**src/rtl/wor_arb_pkg.sv**
```systemverilog
// Shared types and defaults for the wired-OR arbitration node.
// The parity state exists only when WOR_ARB_PARITY_EN is defined.
package wor_arb_pkg;

    localparam int unsigned DEF_ID_W      = 4;
    localparam int unsigned DEF_DATA_W    = 8;
    localparam int unsigned DEF_BIT_TICKS = 1;

    typedef enum logic [2:0] {
        ST_IDLE = 3'd0,
        ST_ARB  = 3'd1,
        ST_DATA = 3'd2,
`ifdef WOR_ARB_PARITY_EN
        ST_PAR  = 3'd3,
`endif
        ST_DONE = 3'd4
    } state_e;

    // Counter width for values 0..n-1, never below one bit.
    function automatic int unsigned cnt_w(input int unsigned n);
        return (n > 1) ? $clog2(n) : 1;
    endfunction

endpackage

```
**src/rtl/wor_arb_node_timer.sv**
```systemverilog
// Bit-period timer: counts ticks within one bus bit.
// last_tick_o marks the final cycle of the current bit.
module wor_bit_timer
    import wor_arb_pkg::*;
#(
    parameter int unsigned BIT_TICKS = DEF_BIT_TICKS
) (
    input  logic clk,
    input  logic rst_n,
    input  logic clr_i,
    input  logic en_i,
    output logic last_tick_o
);

    localparam int unsigned   TW   = cnt_w(BIT_TICKS);
    localparam logic [TW-1:0] LAST = TW'(BIT_TICKS - 1);

    logic [TW-1:0] tick_q;
    logic [TW-1:0] tick_d;

    assign last_tick_o = (tick_q == LAST);

    always_comb begin
        tick_d = tick_q;
        if (clr_i) begin
            tick_d = '0;
        end else if (en_i) begin
            tick_d = last_tick_o ? '0 : tick_q + TW'(1);
        end
    end

    always_ff @(posedge clk or negedge rst_n) begin
        if (!rst_n) begin
            tick_q <= '0;
        end else begin
            tick_q <= tick_d;
        end
    end

endmodule

```
**src/rtl/wor_arb_node.sv**
```systemverilog
// Wired-OR bus arbitration node: ID arbitration, payload, optional
// even parity bit (WOR_ARB_PARITY_EN). Logic 1 dominates the bus.
module wor_arb_node
    import wor_arb_pkg::*;
#(
    parameter int unsigned ID_W      = DEF_ID_W,
    parameter int unsigned DATA_W    = DEF_DATA_W,
    parameter int unsigned BIT_TICKS = DEF_BIT_TICKS
) (
    input  logic              clk,
    input  logic              rst_n,
    input  logic              req,
    input  logic [ID_W-1:0]   id,
    input  logic [DATA_W-1:0] data,
    input  logic              bus_in,
    output logic              bus_drv,
    output logic              busy,
    output logic              done,
    output logic              won
);

    localparam int unsigned   MAXW      = (ID_W > DATA_W) ? ID_W : DATA_W;
    localparam int unsigned   CW        = cnt_w(MAXW);
    localparam logic [CW-1:0] ID_LAST   = CW'(ID_W - 1);
    localparam logic [CW-1:0] DATA_LAST = CW'(DATA_W - 1);

    state_e            state_q, state_d;
    logic [ID_W-1:0]   id_q, id_d;
    logic [DATA_W-1:0] data_q, data_d;
    logic [CW-1:0]     bit_q, bit_d;
    logic              won_q, won_d;
`ifdef WOR_ARB_PARITY_EN
    logic              par_q, par_d;
`endif

    logic accept;
    logic timing;
    logic last_tick;
    logic lost;

    assign accept = (state_q == ST_IDLE) && req;

    // A recessive bit that reads back dominant means another node won.
    assign lost = (state_q == ST_ARB) && last_tick
               && !id_q[ID_W-1] && bus_in;

    always_comb begin
        timing = 1'b0;
        unique case (state_q)
            ST_ARB:  timing = 1'b1;
            ST_DATA: timing = 1'b1;
`ifdef WOR_ARB_PARITY_EN
            ST_PAR:  timing = 1'b1;
`endif
            default: timing = 1'b0;
        endcase
    end

    wor_bit_timer #(
        .BIT_TICKS(BIT_TICKS)
    ) u_timer (
        .clk        (clk),
        .rst_n      (rst_n),
        .clr_i      (accept),
        .en_i       (timing),
        .last_tick_o(last_tick)
    );

    always_ff @(posedge clk or negedge rst_n) begin
        if (!rst_n) begin
            state_q <= ST_IDLE;
        end else begin
            state_q <= state_d;
        end
    end

    always_comb begin
        state_d = state_q;
        unique case (state_q)
            ST_IDLE: begin
                if (req) state_d = ST_ARB;
            end
            ST_ARB: begin
                if (lost) begin
                    state_d = ST_DONE;
                end else if (last_tick && bit_q == ID_LAST) begin
                    state_d = ST_DATA;
                end
            end
            ST_DATA: begin
                if (last_tick && bit_q == DATA_LAST) begin
`ifdef WOR_ARB_PARITY_EN
                    state_d = ST_PAR;
`else
                    state_d = ST_DONE;
`endif
                end
            end
`ifdef WOR_ARB_PARITY_EN
            ST_PAR: begin
                if (last_tick) state_d = ST_DONE;
            end
`endif
            ST_DONE: state_d = ST_IDLE;
            default: state_d = ST_IDLE;
        endcase
    end

    // id/data are kept as shift registers; the MSB is the bit on the bus.
    always_comb begin
        id_d   = id_q;
        data_d = data_q;
        bit_d  = bit_q;
        won_d  = won_q;
`ifdef WOR_ARB_PARITY_EN
        par_d  = par_q;
`endif
        if (accept) begin
            id_d   = id;
            data_d = data;
            bit_d  = '0;
            won_d  = 1'b0;
`ifdef WOR_ARB_PARITY_EN
            par_d  = ^data;
`endif
        end else if (last_tick && state_q == ST_ARB) begin
            id_d  = id_q << 1;
            bit_d = (bit_q == ID_LAST) ? '0 : bit_q + CW'(1);
        end else if (last_tick && state_q == ST_DATA) begin
            data_d = data_q << 1;
            bit_d  = (bit_q == DATA_LAST) ? '0 : bit_q + CW'(1);
        end
        if (state_d == ST_DONE && state_q != ST_DONE && !lost) begin
            won_d = 1'b1;
        end
    end

    always_ff @(posedge clk or negedge rst_n) begin
        if (!rst_n) begin
            id_q   <= '0;
            data_q <= '0;
            bit_q  <= '0;
            won_q  <= 1'b0;
`ifdef WOR_ARB_PARITY_EN
            par_q  <= 1'b0;
`endif
        end else begin
            id_q   <= id_d;
            data_q <= data_d;
            bit_q  <= bit_d;
            won_q  <= won_d;
`ifdef WOR_ARB_PARITY_EN
            par_q  <= par_d;
`endif
        end
    end

    always_comb begin
        bus_drv = 1'b0;
        busy    = 1'b1;
        done    = 1'b0;
        unique case (state_q)
            ST_IDLE: busy    = 1'b0;
            ST_ARB:  bus_drv = id_q[ID_W-1];
            ST_DATA: bus_drv = data_q[DATA_W-1];
`ifdef WOR_ARB_PARITY_EN
            ST_PAR:  bus_drv = par_q;
`endif
            ST_DONE: done    = 1'b1;
            default: busy    = 1'b0;
        endcase
    end

    assign won = won_q;

endmodule

```
**config.mk**
```make
export PLATFORM = sky130hd
export DESIGN_NAME = wor_arb_node
export DESIGN_NICKNAME = d
export VERILOG_FILES = /design/src/rtl/wor_arb_pkg.sv /design/src/rtl/wor_arb_node_timer.sv /design/src/rtl/wor_arb_node.sv
export SDC_FILE = /design/constraint.sdc
export NUM_CORES = 1
export LEC_CHECK = 0
export CAP_MARGIN = 20
export CORE_UTILIZATION = 45
export CTS_CLUSTER_DIAMETER = 30
export DETAILED_ROUTE_END_ITERATION = 10
export PLACE_DENSITY = 0.73
export SYNTH_ARGS = -nofsm -noshare
export SYNTH_HDL_FRONTEND = slang
export SYNTH_SLANG_ARGS = --single-unit
export TNS_END_PERCENT = 20
```
**constraint.sdc**
```tcl
create_clock -name clk -period 1.4 [get_ports clk]
set_clock_uncertainty 0.2 [all_clocks]
set_input_delay 0.28 -clock clk [delete_from_list [all_inputs] [get_ports clk]]
set_output_delay 0.28 -clock clk [all_outputs]
set_load 0.01 [all_outputs]
```
==> impl_results.md <==
* Status: finished with violations
* Failing checks: negative setup slack
* Sequential area share after synthesis at 45.45%
* Mean Syn Cell Area at 10.25 um2
* DRC at 0
* Pwr Density at about 2000 mW/mm2
* Root buffer cell: clkbuf_4
* Ys Warns at 0
* Final Non-Filler Cells at ~190
* Drt total wl at between 3000 and 4000 um
* Routed WL per cell at 18.43 um
* CORE AREA at roughly 0.0022 mm2
* CTS buffer count at 3
* Final Util at just under 80%
* Gr ovfl total at 0
* Post-synth cell types at 35
* Largest net degree at the start of global routing at 20
* GRT Util Overall at ~28%
* Synth Area in Adders at 4.785%
* Compound-Gate Fraction of Synth Area at 27.51%
* Syn Std Cell Area at 0.001046 mm2
* # clock sinks at 19
* Max_slew headroom at ~80%
* Routed Antenna Nets at 0
* Setup violations, final at 22
* TritonCTS clock tree: yes
* Antenna violations before repair at 0
* Synth Area in Simple Gates at between 10 and 15%
* Worst Tran Pin Value at roughly 310 ps
* Worst Path Arrival at between 1000 and 1500 ps
* Routability cong. at around 0.81
* CP endpoint kind: output pin
* Peak VDD IR at between 0.001 and 0.0015 V
* Die width at ~50 um
* Pre-Repair DR Iteration Count at 4
* PnR worst setup slack at -566.9 ps
* Max-slew violations at 0
* ANT cells at 0
* Top FF cell, synth: dfrtp_1
* Unrepaired setup endpoints after global routing: yes
* Yosys reg bits at 19
* Tcrit/Tclk final at 140.5%
* CP startpoint kind: flip-flop
* Row count at 17
* Initial Utilization at between 40% and 50%
* Die Y at roughly 50 um
* Total placed cells including tap cells at around 170
* Largest family of logic cells by synthesized area: compound AO/OA/AOI/OAI gates
* Die ar. at 0.002521 mm2
* Pleak at 0.8006 nW
* Synth Instances at just over 100
* Vias in the first global route at about 1.1k
* IO Pins at 20
* Fillcell total at roughly 140
* Via count at about 1.1k
* Number of DRC markers in iteration 0 at 24
* Multiplexer area fraction after synthesis at 0.9569%
* Async set-reset flop share out of synthesis at 100.0%
* Crit Path Category: reg2out
* Hpwl dp at 1852 um
* Clock Pin Slew Worst Setup and Hold Paths at 120 ps
* Post-Synth XOR/XNOR Area at 0.8373%
* Global-route wire length before repair at 5133 um
* Max Clock Freq at approximately 510 MHz
* Final Hold Viols at 0
* Share of cells above drive strength 1 at a little over two fifths
* Max clock buf depth at 2
* Min-Delay Path Class: in2async
* H-tree levels at 1
* Syn nets at 122
* Clock Latency Late Sink at a little over 300 ps
* Total of max-cap violations at 0
* Post-synth EDFFs at 0
* Vias per inst at between 5 and 6
* PortBufs at 19
* Fin nets at 180
* Area Growth Syn to Fin at 65.55%
* Crit-path max FO at 4
* Place WS at -470.9 ps
* Required time of the worst setup path at between 900 and 1000 ps
* Min Tclk post-route at 1967 ps
power breakdown:
| part | internal [mW] | switching (mW) |
|---|---|---|
| logic | 1.26 | 1.00 |
| clock network | 0.111 | 0.179 |
| registers | 0.782 | 0.185 |
| total | 2.15 | 1.37 |
path summary, 6_finish.rpt:
kind / from / slack (ps) / end / depth (start not counted)
max: state_q[1]$_DFF_PN0_ / -570 / bus_drv / 5
min: rst_n / 100 / id_q[2]$_DFFE_PN0P_ / 2
max reg2reg: state_q[2]$_DFF_PN0_ / -440 / id_q[2]$_DFFE_PN0P_ / 6
min reg2reg: data_q[0]$_DFFE_PN0P_ / 300 / data_q[0]$_DFFE_PN0P_ / 1
max in group asynchronous: rst_n / 750 / data_q[0]$_DFFE_PN0P_ / 2
min in group clk: data_q[0]$_DFFE_PN0P_ / 300 / data_q[0]$_DFFE_PN0P_ / 1
stage by stage:
step / setup TNS (ps) / area (um2) / hold WS, ps / total power [mW]
floorplan: -627.4 / 1080 / -215.6 / 1.860
global placement: -6438 / 1454 / 273.7 / 2.443
detailed placement: -6903 / 1454 / 275.2 / 2.513
CTS: -5886 / 1647 / 119.4 / 3.213
global route: -7982 / 1732 / 111.8 / 3.693
finish: -7041 / 1732 / 99.61 / 3.518
layout by cell type (no fill, tap or decap), types with 2 or more instances in the layout:
cell type,count
buf_4,28
dfrtp_1,17
clkdlybuf4s50_1,15
buf_6,11
inv_1,6
nor2_1,5
a22oi_1,5
o2bb2ai_1,5
a31oi_1,4
a22oi_2,4
nand2_1,3
o21ai_1,3
nor2b_1,3
and3_1,3
ha_1,3
clkbuf_4,3
buf_2,3
nor3b_4,2
nor2_4,2
a32o_1,2
a21o_1,2
a21oi_1,2
a22o_1,2
a221o_1,2
buf_12,2
dfrtp_2,2
flip-flops by register name, summed over array words and instances, names as in the netlist:
name and flops:
data_q 8, id_q 4, bit_q 3, state_q 3, won 1
cell usage after synthesis (3+ instances only):
master	number	area (um2)
a22oi_1	9	67.56
and3_1	3	18.77
a21oi_1	3	15.01
dfrtp_1	19	475.5
o2bb2ai_1	6	52.55
inv_1	6	22.52
a31oi_1	4	25.02
nor2_1	6	22.52
nand2_1	3	11.26
buf_2	5	25.02
ha_1	4	50.05
nor2b_1	4	25.02
metal layers:
layer | vias up | share of wire [%] | global-route usage [%] | wire length (um)
li1 | 498 | - | - | -
met1 | 536 | 37 | 32.09 | 1289
met2 | 43 | 54 | 50.00 | 1858
met3 | 13 | 4.6 | 7.273 | 160
met4 | 0 | 4.0 | 8.571 | 138
met5 | - | 0 | 0 | 0
cell families after synthesis:
group | Yosys count
mux | 1
buf+inv | 13
xor+xnor | 1
compound gates | 38
fa+ha+maj | 4
flops | 19
simple gates | 26
worst max-delay path, stage by stage, from the launching register on:
cell,delay (ps)
dfrtp_1,430
buf_6,140
and2b_1,260
a22oi_2,90
nor2_1,120
buf_2,140
cell type report:
type	instances	area, um2	area share [%]
Multi-Input combinational cell	70	615.6	35.55
Timing Repair Buffer	60	554.3	32.01
Sequential cell	19	478.0	27.60
Tap cell	28	35.03	2.023
Clock buffer	4	26.28	1.517
Inverter	6	22.52	1.301
what timing repair did:
action | in CTS | in global routing
resized for setup | 40 | 10
hold buffers | 0 | 0
endpoints found under the setup margin | 21 | 22
buffers inserted | 11 | 5
pin swaps | 11 | 3
Note: power is estimated with default switching activity, not from simulation.
